**src/rtl/conv_window_scheduler.sv**
```systemverilog
// conv_window_scheduler: frame-level sequencer for a window_slider.
// Launches the slider, requests windows one at a time, registers each
// returned window and offers it to the PE array over valid/ready, tagged
// with its output-map row/column.
// Optional build macro: CONV_SCHED_PERF_CNT_EN adds the stall_cycles counter.
//
// state    | meaning
// ---------+-------------------------------------------------------------
// S_IDLE   | waiting for cfg_start
// S_LAUNCH | sl_start pulse to the slider
// S_REQ    | sl_next pulse, one window requested
// S_WAIT   | waiting for sl_valid (or an early sl_done)
// S_ISSUE  | window held on pe_* until pe_ready
// S_DONE   | frame_done pulse, then back to idle
module conv_window_scheduler #(
  parameter int DATA_WIDTH = 8,
  parameter int IMG_H      = 4,
  parameter int IMG_W      = 4,
  parameter int K_H        = 2,
  parameter int K_W        = 2,
  parameter int STRIDE_H   = 1,
  parameter int STRIDE_W   = 1,
  localparam int OUT_H = (IMG_H - K_H) / STRIDE_H + 1,
  localparam int OUT_W = (IMG_W - K_W) / STRIDE_W + 1,
  localparam int N_WIN = OUT_H * OUT_W,
  localparam int RW    = (OUT_H > 1) ? $clog2(OUT_H) : 1,
  localparam int CW    = (OUT_W > 1) ? $clog2(OUT_W) : 1,
  localparam int NW    = ($clog2(N_WIN + 1) > 1) ? $clog2(N_WIN + 1) : 1,
  localparam int WIN_W = DATA_WIDTH * K_H * K_W
) (
  input  logic             clk,
  input  logic             rst,
  input  logic             cfg_start,
  output logic             busy,
  output logic             frame_done,
  output logic             err,
  output logic             sl_start,
  output logic             sl_next,
  input  logic [WIN_W-1:0] sl_window,
  input  logic             sl_valid,
  input  logic             sl_done,
  output logic             pe_valid,
  input  logic             pe_ready,
  output logic [WIN_W-1:0] pe_window,
  output logic [RW-1:0]    pe_row,
  output logic [CW-1:0]    pe_col,
  output logic             pe_last
`ifdef CONV_SCHED_PERF_CNT_EN
  ,
  output logic [15:0]      stall_cycles
`endif
);

  typedef enum logic [2:0] {
    S_IDLE, S_LAUNCH, S_REQ, S_WAIT, S_ISSUE, S_DONE
  } state_t;

  state_t         state;
  logic [NW-1:0]  issued;
  logic [RW-1:0]  row;
  logic [CW-1:0]  col;
  logic           last_win;

  // The window currently held is the final one of the frame.
  assign last_win = (issued == NW'(N_WIN - 1));
  assign pe_last  = pe_valid & last_win;
  assign pe_row   = row;
  assign pe_col   = col;

  // Frame sequencer: state, window/coordinate counters and registered outputs.
  always_ff @(posedge clk or negedge rst) begin
    if (!rst) begin
      state      <= S_IDLE;
      busy       <= 1'b0;
      frame_done <= 1'b0;
      err        <= 1'b0;
      sl_start   <= 1'b0;
      sl_next    <= 1'b0;
      pe_valid   <= 1'b0;
      pe_window  <= '0;
      issued     <= '0;
      row        <= '0;
      col        <= '0;
    end else begin
      sl_start   <= 1'b0;
      sl_next    <= 1'b0;
      frame_done <= 1'b0;
      case (state)
        S_IDLE: begin
          if (cfg_start) begin
            state    <= S_LAUNCH;
            busy     <= 1'b1;
            sl_start <= 1'b1;
            err      <= 1'b0;
            issued   <= '0;
            row      <= '0;
            col      <= '0;
          end
        end
        S_LAUNCH: begin
          state   <= S_REQ;
          sl_next <= 1'b1;
        end
        S_REQ: begin
          state <= S_WAIT;
        end
        S_WAIT: begin
          // A valid window wins over a simultaneous done.
          if (sl_valid) begin
            pe_window <= sl_window;
            pe_valid  <= 1'b1;
            state     <= S_ISSUE;
          end else if (sl_done && (issued < NW'(N_WIN))) begin
            err        <= 1'b1;
            frame_done <= 1'b1;
            state      <= S_DONE;
          end
        end
        S_ISSUE: begin
          if (pe_ready) begin
            pe_valid <= 1'b0;
            issued   <= issued + 1'b1;
            if (col == CW'(OUT_W - 1)) begin
              col <= '0;
              row <= (row == RW'(OUT_H - 1)) ? '0 : row + 1'b1;
            end else begin
              col <= col + 1'b1;
            end
            if (last_win) begin
              frame_done <= 1'b1;
              state      <= S_DONE;
            end else begin
              sl_next <= 1'b1;
              state   <= S_REQ;
            end
          end
        end
        S_DONE: begin
          busy  <= 1'b0;
          state <= S_IDLE;
        end
        default: begin
          busy     <= 1'b0;
          pe_valid <= 1'b0;
          state    <= S_IDLE;
        end
      endcase
    end
  end

`ifdef CONV_SCHED_PERF_CNT_EN
  // Saturating count of cycles the PE leaves an offered window waiting.
  always_ff @(posedge clk or negedge rst) begin
    if (!rst) begin
      stall_cycles <= '0;
    end else if ((state == S_IDLE) && cfg_start) begin
      stall_cycles <= '0;
    end else if (pe_valid && !pe_ready && (stall_cycles != 16'hFFFF)) begin
      stall_cycles <= stall_cycles + 16'd1;
    end
  end
`endif

endmodule

```
**config.mk**
```make
export PLATFORM = sky130hd
export DESIGN_NAME = conv_window_scheduler
export DESIGN_NICKNAME = d
export VERILOG_FILES = /design/src/rtl/conv_window_scheduler.sv
export SDC_FILE = /design/constraint.sdc
export NUM_CORES = 1
export LEC_CHECK = 0
export ABC_AREA = 0
export CORE_ASPECT_RATIO = 1.4
export CORE_UTILIZATION = 40
export CTS_CLUSTER_DIAMETER = 100
export DETAILED_ROUTE_END_ITERATION = 6
export DONT_BUFFER_PORTS = 1
export SLEW_MARGIN = 0
export SYNTH_ARGS = -nofsm -noshare
export SYNTH_HDL_FRONTEND = slang
export SYNTH_SLANG_ARGS = --single-unit
```
**constraint.sdc**
```tcl
create_clock -name clk -period 2.16 [get_ports clk]
set_clock_uncertainty 0.2 [all_clocks]
set_input_delay 0.324 -clock clk [delete_from_list [all_inputs] [get_ports clk]]
set_output_delay 0.324 -clock clk [all_outputs]
set_load 0.02 [all_outputs]
```
Word level (Yosys, flattened, before mapping)
Cells that the tools add are included.
{"block": "word_totals", "in_bits": 38, "out_inout_bits": 43, "ram_bits": 0, "latch_bits": 0, "ff_bits": 49, "wordCells": 82, "memories": 0, "romBits": 0}
{"block": "classes", "n_shift": 0, "n_bitwise": 3, "n_mux": 36, "eq_ne": 15, "n_lt_le_gt_ge": 1, "reduce_logical": 13, "addsub": 3, "n_mul": 0, "n_div": 0}
{"cell": "two-way mux 3 bit", "n": 5}
{"cell": "one-hot mux 3 bit (5 select lines)", "n": 1}
{"cell": "two-way mux 1 bit", "n": 14}
{"cell": "two-way mux 2 bit", "n": 6}
{"cell": "inequality test 2 bit, second input constant", "n": 6}
{"cell": "AND reduction 3 bit", "n": 3}
{"cell": "two-way mux 4 bit", "n": 2}
{"cell": "one-hot mux 1 bit (2 select lines)", "n": 4}
{"cell": "one-hot mux 2 bit (2 select lines)", "n": 2}
{"cell": "one-hot mux 4 bit (2 select lines)", "n": 1}
{"cell": "AND reduction 4 bit", "n": 2}
{"cell": "OR reduction 4 bit", "n": 2}
{"cell": "== test 3 x 2 -> 1 bit, second input constant", "n": 2}
{"cell": "== test 3 bit, second input constant", "n": 2}
{"cell": "adder 2 x 1 -> 2 bit, second input constant", "n": 2}
{"cell": "adder 4 x 1 -> 4 bit, second input constant", "n": 1}
{"cell": "== test 2 bit, second input constant", "n": 2}
{"cell": "== test 4 bit, second input constant", "n": 1}
{"cell": "< comparator 4 bit, second input constant", "n": 1}
{"cell": "AND reduction 2 bit", "n": 2}
{"cell": "nonzero test 2 bit", "n": 2}
{"cell": "== test 3 x 1 -> 1 bit, second input constant", "n": 1}
{"cell": "logical NOT 3 bit", "n": 1}
{"cell": "inequality test 3 bit, second input constant", "n": 1}
{"cell": "4 further kinds", "n": 5}

Logic depth before layout (Yosys ltp)
Gate-level depths: netlist of the first run.
{"block": "logic_depth", "depth_word": 5, "depth_mapped": 5}

Worst setup path before layout of the first run
OpenSTA, ideal clock, no wires.
{"block": "synth_path", "path_type": "flip-flop to flip-flop", "from": "register state[1]", "to": "register row[0] (netlist: pe_row[0])", "n_path_buf": 0, "stages_incl_launch_ff": 4, "arrival_ns": 1.445, "setup_slack_ns": 0.393, "t_required_ns": 1.838, "synth_period_minus_slack_ns": 1.767, "path_cell_list": "dfrtp_1 > or3b_4 > or4b_4 > mux2i_1"}
{"block": "synth_between", "elab_chain_len": 3}
{"item": "start: declaration", "line": "58", "text": "state_t state;"}
{"item": "start signal: assignment", "line": "73", "text": "state <= S_IDLE;"}
{"item": "start signal: assignment", "line": "91", "text": "state <= S_LAUNCH;"}
{"item": "start signal: assignment", "line": "101", "text": "state <= S_REQ;"}
{"item": "== test 3 bit / logical NOT 3 bit (equally long branches)", "line": "88", "text": "case (state)"}
{"item": "inequality test 2 bit (no source line) / nonzero test 2 bit (equally long branches)"}
{"item": "AND reduction 4 bit (no source line)"}
{"item": "end signal: assignment", "line": "125", "text": "row <= (row == RW'(OUT_H - 1)) ? '0 : row + 1'b1;"}
{"item": "end: declaration", "line": "60", "text": "logic [RW-1:0] row;"}
Parallel ways exist; a longest one is shown, timed or not.
A chain may end at the register's enable or synchronous reset.

Worst setup path in the final report of the first run
{"block": "layout_path", "from": "register issued[0]", "to": "output port pe_last"}
{"block": "layout_between", "elab_chain_len": 2}
{"item": "start: declaration", "line": "59", "text": "logic [NW-1:0] issued;"}
{"item": "start signal: assignment", "line": "122", "text": "issued <= issued + 1'b1;"}
{"item": "== test 4 bit", "line": "65", "text": "assign last_win = (issued == NW'(N_WIN - 1));"}
{"item": "AND 1 bit", "line": "66", "text": "assign pe_last = pe_valid & last_win;"}
{"item": "end: declaration", "line": "47", "text": "output logic pe_last"}
No other way between the ends.

==> qor.yml, run 1 <==
status: "complete, no violations"
power_density_mw_per_mm2: 1390
fill_cells: 418
min_period_over_period: 0.9071
ys_ff_latch: 49
die_w_um: 63.18
syn_nets: 202
grt_first_pass_wirelength_um: 7072
synth_edf_count: 0
rsz0062_at_grt: "false"
setup_tns_ps: 0
drive_gt1_frac: 0.2624
yosysTopAreaCell: "dfrtp_1"
fmax_mhz: 510.4
die_y_um: 87.65
yosysWarningCount: 0
wl_per_cell_um: 16.81
post_cts_buffers: 0
endpoint_kind: "primary output"
clockRootBuffer: "clkbuf_8"
slowest_delay_ps: 420
synth_area_per_cell_sq_um: 12.94
worstHoldStart: "pe_ready"
cts_made_buffers: 5
postSynth.asyncResetShare: 1.000
ff_latch_area_sq_mm: 0.001226
maxCapViolCount: 0
pre_cts_slack_ps: 363.9
synth_mux_area_frac: 0.1970
synth_xor_area_frac: 0
antenna_found_initial: 0
slew_headroom: 0.6616
path_clk_slew_ps: 80
synth_cell_types: 32
fin_crit_ps: 1959
syn-instance-count: 162
p_int_mw: 2.164
power.switching_mw: 1.514
clock_power_share: 0.135
swShare: 0.4117
rr_startpoint: "state[0]$_DFFE_PN0P_"
peakVddDrop_v: 0.0006100
dp_hpwl_um: 2846
syn_area_sq_mm: 0.002096
hold_viol_final: 0
port_buffers: 0
diodes: 0
startpoint: "issued[0]$_DFFE_PN0P_"
cts_tree: "built"
start_util: 0.4230
timing.final.ws_setup_ps: 200.7
drt-total-wl_um: 4472
synth_top_area_share: 0.5851
yosys_most_used_dff: "dfrtp_1"
std_cell_rows: 30
multi_input_area_sq_um: 815.8
whs_ps: 17.26
core-area_sq_mm: 0.004955
worstSetupPathType: "flip-flop to primary output"
first_iter_violations: 66
floorplan.die_area_sq_mm: 0.005537
clock-sinks: 49
pwr-share-comb: 0.291
io_pins: 81
synth_common_cells: "49 x dfrtp_1, 34 x mux2_2, 9 x nand2_1"
cts_buffer_depth: 2
cp_cell_sequence: "inv_1 > ha_1 > nand3b_1 > nor2_2"
critPathMaxFanout: 4
grt_pass1_vias: 1476
synth_compound_area_frac: 0.08000
slowest_stage: "dfrtp_1"
track_usage: 0.1680
fin_nets: 241
overflow: 0
synth_area_leaders: "dfrtp_1 59%, mux2_2 18%, a22o_1 2.9%, nand2_1 1.6%, nand2b_1 1.5%"
hp-class: "input pin to flip-flop"
vias: 1410
setup_viol: 0
area_delta_synth_final_pct: 26.21
place.gp.congestion: 0.7925
synthSimpleGateAreaFrac: 0.09910
worst-endpoint-arrival_ps: 1440
tightest_slew_ps: 504.2
drc_errors: 0
drtPass1Iterations: 4
synth_most_common_cell: "dfrtp_1"
ys_seq_area_frac: 0.5851
clk_latency_ps: 290
via_per_inst: 5.301
drv_slew: 0
p_leak_nw: 1.179
startpoint_type: "flip-flop"
pwr-share-seq: 0.574
crit_required_ps: 1640
grt_max_degree: 50
htree_levels: 2
synth_top_family_by_area: "multiplexers"
drtAntennaViolNets: 0
yosys.area_share.adder: 0.01194
-- registers in the layout, summed over array words and instances, names as in the netlist --
name and flops:
pe_window 32, busy 1, pe_row 2, pe_col 2
sl_next 1, state 3, issued 4, frame_done 1
pe_valid 1, sl_start 1, err 1
-- per-layer routing --
layer / part of all wire / global-route usage / vias up / wire length, um
met5: 0 / 0 / - / 0
met2: 0.54 / 0.3196 / 57 / 2402
met1: 0.38 / 0.1704 / 694 / 1702
met4: 0.019 / 0.07438 / 0 / 87
met3: 0.062 / 0.04557 / 8 / 279
li1: - / - / 651 / -
-- stage by stage --
stage	utilization	cell area [sq um]	power (mW)	instances
3_3_place_gp	0.4424	2192	3.070	223
4_1_cts	0.5333	2643	3.708	266
3_5_place_dp	0.4424	2192	3.128	223
2_1_floorplan	-	2096	2.829	162
5_1_grt	0.5338	2645	3.902	266
6_report	0.5338	2645	3.678	266
-- power groups by stage --
stage | Combinational [mW] | Sequential [mW] | Clock [mW]
CTS | 1.08 | 2.10 | 0.524
finish | 1.07 | 2.11 | 0.495
global placement | 0.962 | 2.11 | 0
detailed placement | 1.00 | 2.12 | 0
floorplan | 0.807 | 2.02 | 0
global route | 1.18 | 2.15 | 0.568
-- area by class of cell --
type,instances,area share
Clock buffer,6,0.02744
Clock inverter,2,0.003784
Inverter,6,0.008515
Multi-Input combinational cell,99,0.3084
Sequential cell,49,0.4636
Tap cell,64,0.03027
Timing Repair Buffer,40,0.1580
-- path summary, 6_finish.rpt --
kind	to	slack [ps]	cells past startpoint
worst max-delay path	pe_last	200	4
worst min-delay path	frame_done$_DFF_PN0_	20	2
worst max register to register	pe_row[0]$_DFFE_PN0P_	350	3
worst min register to register	issued[1]$_DFFE_PN0P_	380	1
max in group asynchronous	pe_window[4]$_DFFE_PN0P_	1200	2
min in group asynchronous	pe_window[27]$_DFFE_PN0P_	360	2
-- logic make-up after synthesis --
logic type | after synthesis
compound gates | 24
fa+ha+maj | 2
buf+inv | 14
flops | 49
mux | 37
simple gates | 36
-- what timing repair did --
action / 4_1_cts / 5_1_grt
endpoints found under the setup margin: 0 / 1
hold endpoints to repair: 82 / 0
hold buffers: 35 / 0
gates resized for setup: 0 / 1
-- placed cells by master, fill, tap and decap left out, types with 2 or more instances in the layout --
| cell type | netlist | final |
|---|---|---|
| a22o_1 | 7 | 7 |
| nand4_1 | 3 | 3 |
| clkbuf_8 | 0 | 5 |
| mux2i_1 | 3 | 3 |
| dfrtp_1 | 49 | 49 |
| ha_1 | 2 | 2 |
| nor2_1 | 4 | 3 |
| dlygate4sd3_1 | 0 | 34 |
| mux2_2 | 34 | 34 |
| nor3_1 | 2 | 2 |
| nand3_1 | 3 | 3 |
| nand2_1 | 9 | 9 |
| inv_1 | 6 | 6 |
| clkinv_2 | 0 | 2 |
| o21ai_0 | 5 | 5 |
| nand2b_1 | 5 | 5 |
| o22ai_1 | 3 | 3 |
| buf_4 | 0 | 4 |
| nand3b_1 | 2 | 2 |
| a21oi_1 | 3 | 3 |
-- critical path, delay by kind of cell, from the launching register on --
family	cells	cell delay, ps
fa+ha+maj	1	170
flops	1	420
buf+inv	1	110
simple gates	2	450
(Power assumes the default switching activity.)
==> run 2, diff against run 1 <==
GPL_ROUTABILITY_DRIVEN = 0   (was unset)
HOLD_SLACK_MARGIN = 0.03   (was unset)
==> run 2 against run 1 <==
  * Total power is 4.3% higher
  * Die area stayed put
  * Combinational power is 4% lower
  * Worst setup slack worse by 84 ps
  * Cell count is 0.38% higher
  * Critical path type unchanged
  * Sequential power hardly changed
==> qor.yml, run 2 (synthesis gave the netlist of run 1 again) <==
vias: 1395
p_leak_nw: 1.195
die_w_um: 63.18
ff_latch_area_sq_mm: 0.001226
final_common_cell: "dfrtp_1"
peakVddDrop_v: 0.0005887
io_pins: 81
setup_viol: 0
clock-sinks: 49
worst-endpoint-arrival_ps: 1520
power.total_mw: 3.836
area_delta_synth_final_pct: 28.48
r2r_cells: 3
cts_made_buffers: 5
fin_crit_ps: 2043
hp-class: "input pin to flip-flop"
grt_max_degree: 50
std_cell_rows: 30
endpoint_kind: "primary output"
dp_hpwl_um: 2857
worstHoldStart: "pe_ready"
startpoint_type: "flip-flop"
pwr-share-seq: 0.559
maxCapViolCount: 0
fill_cells: 424
diodes: 0
whs_ps: 79.44
drive_gt1_frac: 0.2562
cts_buffer_depth: 2
overflow: 0
multi_input_area_sq_um: 813.3
timing.final.ws_setup_ps: 116.6
regMostFlops: "pe_window"
tightest_slew_ps: 544.5
fin_nets: 242
power_density_mw_per_mm2: 1425
clk_latency_ps: 290
hold_viol_final: 0
antenna_found_initial: 0
min_period_over_period: 0.9460
largestRegisters: "pe_window (32), issued (4), state (3)"
core-area_sq_mm: 0.004955
critPathMaxFanout: 4
track_usage: 0.1686
fmax_mhz: 489.4
setup_tns_ps: 0
wl_per_cell_um: 16.56
die_y_um: 87.65
crit_required_ps: 1640
largest_reg_flops: 32
holdPathStages: 2
final_util: 0.5434
status: "complete, no violations"
swShare: 0.3996
power.switching_mw: 1.533
p_int_mw: 2.303
reg2reg_to: "pe_row[0]$_DFFE_PN0P_"
via_per_inst: 5.225
hold-path-endpoint: "issued[0]$_DFFE_PN0P_"
drtPass1Iterations: 4
final_cell_mix: "49 x dfrtp_1, 36 x dlygate4sd3_1, 34 x mux2_2"
cts_tree: "built"
grt_pass1_vias: 1412
drv_slew: 0
htree_levels: 2
clockRootBuffer: "clkbuf_8"
drc_errors: 0
port_buffers: 0
drt-total-wl_um: 4421
pwr-share-comb: 0.269
start_util: 0.4230
r2r_setup_slack_ps: 240
grt_first_pass_wirelength_um: 7093
floorplan.die_area_sq_mm: 0.005537
pre_cts_slack_ps: 270.3
slowest_delay_ps: 420
first_iter_violations: 73
slowest_stage: "dfrtp_1"
drtAntennaViolNets: 0
worstSetupPathType: "flip-flop to primary output"
cp_cell_sequence: "inv_1 > ha_1 > nand3b_1 > nor2_1"
path_clk_slew_ps: 90
rsz0062_at_grt: "false"
slew_headroom: 0.6346
clock_power_share: 0.172
rr_startpoint: "state[0]$_DFFE_PN0P_"
run 2: power by group through the flow:
stage / combinational, mW / sequential [mW] / clock [mW]
2_1_floorplan: 0.807 / 2.02 / 0
3_3_place_gp: 0.914 / 2.14 / 0
3_5_place_dp: 0.952 / 2.16 / 0
4_1_cts: 1.03 / 2.14 / 0.694
5_1_grt: 1.15 / 2.18 / 0.740
6_report: 1.03 / 2.14 / 0.662
run 2: critical path: cells and delay by family (launching register included):
| family | cells | cell delay [ps] |
|---|---|---|
| buffers and inverters | 1 | 100 |
| adder cells (fa/ha/maj) | 1 | 170 |
| AND/OR/NAND/NOR | 2 | 530 |
| flip-flops | 1 | 420 |
run 2: worst max-delay path by stage:
stage,from,endpoint,slack [ps],cells after the start
global route,issued[0]$_DFFE_PN0P_,pe_last,40,4
floorplan,state[1]$_DFFE_PN0P_,pe_row[0]$_DFFE_PN0P_,390,3
detailed placement,state[0]$_DFFE_PN0P_,pe_row[0]$_DFFE_PN0P_,270,3
CTS,issued[0]$_DFFE_PN0P_,pe_last,110,4
finish,issued[0]$_DFFE_PN0P_,pe_last,120,4
global placement,state[0]$_DFFE_PN0P_,pe_row[1]$_DFFE_PN0P_,300,3
run 2: what timing repair did:
item	4_1_cts	5_1_grt
buffers inserted	0	0
hold buffers	37	0
gates resized for setup	0	0
hold endpoints to repair	88	0
run 2: through the flow:
| step | instance area [sq um] | cells |
|---|---|---|
| 2_1_floorplan | 2096 | 162 |
| 3_3_place_gp | 2185 | 222 |
| 3_5_place_dp | 2185 | 222 |
| 4_1_cts | 2693 | 267 |
| 5_1_grt | 2693 | 267 |
| 6_report | 2693 | 267 |
run 2: cell type report:
cell class,count,share of cell area
tap,64,0.02974
timing repair buffer,41,0.1599
inverter,6,0.008364
clock buffer,6,0.03067
clock inverter,2,0.01394
sequential,49,0.4554
multi-input combinational,99,0.3020
run 2: per-layer routing:
| layer | vias to the layer above | track usage | wire length, um |
|---|---|---|---|
| li1 | 657 | - | - |
| met1 | 665 | 0.1873 | 1709 |
| met2 | 65 | 0.3079 | 2357 |
| met3 | 8 | 0.04036 | 276 |
| met4 | 0 | 0.07025 | 77 |
| met5 | - | 0 | 0 |
==> run 3, diff against run 2 <==
clock period = 1.7 ns   (was 2.16 ns; I/O delays follow)
==> run 3 against run 2 <==
  * The flow now finishes with violations (setup timing)
  * Largest power group unchanged
  * Design area grew 12%
  * Critical path type is now flip-flop to flip-flop
  * Register-to-register slack worse by 310 ps
  * Sequential power rose by 24%
  * Total power increased by 46%
  * Clock-buffer cell count increased by 1
==> qor.yml, run 3 (synthesis gave the netlist of run 1 again) <==
whs_ps: 39.16
pwr-share-seq: 0.473
endpoint_kind: "flip-flop"
floorplan.die_area_sq_mm: 0.005537
start_util: 0.4230
vias: 1555
final_area_sq_mm: 0.003028
maxCapViolCount: 0
worst-endpoint-arrival_ps: 1760
fin_nets: 260
final_cell_mix: "49 x dfrtp_1, 37 x dlygate4sd3_1, 26 x mux2_4"
r2r_setup_slack_ps: -70
critPathMaxFanout: 2
regMostFlops: "pe_window"
core-area_sq_mm: 0.004955
gr-usage-met1: 0.2158
std_cell_rows: 30
fill_cells: 383
p_int_mw: 3.435
rr_startpoint: "state[1]$_DFFE_PN0P_"
io_pins: 81
cts_tree: "built"
clockRootBuffer: "clkbuf_8"
peakVddDrop_v: 0.0007320
pwr-share-comb: 0.377
status: "complete, but fails checks"
min_period_over_period: 1.041
met2_usage: 0.3705
largest_reg_flops: 32
failed_checks: "setup timing"
area_delta_synth_final_pct: 44.48
port_buffers: 0
first_iter_violations: 62
track_usage: 0.1979
slowest_stage: "or4b_4"
drive_gt1_frac: 0.3484
cp.depth: 3
via_per_inst: 5.456
top_usage_layer: "met2"
drtPass1Iterations: 4
grt_max_degree: 50
overflow: 0
reg2reg_to: "pe_row[0]$_DFFE_PN0P_"
path_clk_slew_ps: 90
antenna_found_initial: 0
endpoint: "pe_row[0]$_DFFE_PN0P_"
htree_levels: 2
cts_buffer_depth: 2
power_density_mw_per_mm2: 1852
r2r_cells: 3
cp_cell_sequence: "or3b_4 > or4b_4 > mux2i_1"
dp_hpwl_um: 2866
slew_headroom: 0.7993
worstSetupPathType: "flip-flop to flip-flop"
startpoint: "state[1]$_DFFE_PN0P_"
grt_pass1_vias: 1611
fmax_mhz: 565.0
hold_viol_final: 0
final_common_cell: "dfrtp_1"
timing.final.ws_setup_ps: -69.92
fin_crit_ps: 1770
tightest_slew_ps: 301.0
slowest_delay_ps: 540
crit_required_ps: 1690
drtAntennaViolNets: 0
swShare: 0.3874
clock_power_share: 0.150
postPlaceCellArea_sq_mm: 0.002230
grt_first_pass_wirelength_um: 8224
cp.buffers_inverters: 0
setup_viol: 14
clock-sinks: 49
startpoint_type: "flip-flop"
drc_errors: 0
cts_made_buffers: 5
largestRegisters: "pe_window (32), issued (4), state (3)"
die_y_um: 87.65
hp-class: "input pin to flip-flop"
drv_slew: 0
use_met3: 0.04948
final_util: 0.6111
power.switching_mw: 2.173
p_leak_nw: 1.453
die_w_um: 63.18
diodes: 0
rsz0062_at_grt: "true"
wl_per_cell_um: 20.36
drt-total-wl_um: 5803
clk_latency_ps: 300
holdPathStages: 3
critPathTopFamily: "simple AND/OR/NAND/NOR gates"
run 3: worst min path at each step:
stage	start	slack [ps]	endpoint
2_1_floorplan	rst	-240	busy$_DFFE_PN0P_
3_3_place_gp	rst	-240	pe_window[3]$_DFFE_PN0P_
3_5_place_dp	rst	-240	pe_window[3]$_DFFE_PN0P_
4_1_cts	pe_ready	60	pe_valid$_DFFE_PN0P_
5_1_grt	sl_done	40	state[1]$_DFFE_PN0P_
6_report	sl_done	40	state[1]$_DFFE_PN0P_
run 3: metal layers:
metal / vias to the layer above / part of all wire
met3: 14 / 0.056
met5: - / 0
met1: 783 / 0.35
met4: 0 / 0.024
li1: 692 / -
met2: 66 / 0.57
run 3: layout make-up:
type / instances / area, sq um / share of cell area
multi-input combinational: 99 / 949.7 / 0.3136
tap: 64 / 80.08 / 0.02645
clock buffer: 7 / 86.33 / 0.02851
timing repair buffer: 59 / 633.1 / 0.2091
clock inverter: 1 / 30.03 / 0.009917
inverter: 6 / 22.52 / 0.007438
sequential: 49 / 1226 / 0.4050
run 3: worst reg2reg max path, cell delays in order, from the launching register on:
cell and delay [ps]:
dfrtp_1 410, or3b_4 380, or4b_4 540, mux2i_1 130
run 3: power groups by stage:
stage / Sequential, mW / Clock [mW] / Combinational (mW)
global placement: 2.61 / 0 / 1.33
finish: 2.65 / 0.843 / 2.11
floorplan: 2.57 / 0 / 1.03
CTS: 2.60 / 0.869 / 1.85
global route: 2.70 / 0.925 / 2.27
detailed placement: 2.63 / 0 / 1.39
run 3: timing repair:
action / in CTS / in global routing
endpoints found under the hold margin: 92 / 0
pin swaps: 2 / 4
gates resized for setup: 19 / 29
hold buffers: 38 / 0
setup buffers: 8 / 1
cloned: 2 / 1
setup endpoints to repair: 36 / 37
run 3: per-stage QoR:
step           std cells  total power, mW  setup slack (ps)  setup TNS (ps)
2_1_floorplan        162            3.598            -67.31          -154.0
3_3_place_gp         228            3.942            -28.83          -70.93
3_5_place_dp         228            4.024            -60.40           -1327
4_1_cts              284            5.321            -88.15          -485.8
5_1_grt              285            5.893            -116.8           -1369
6_report             285            5.608            -69.92          -340.2
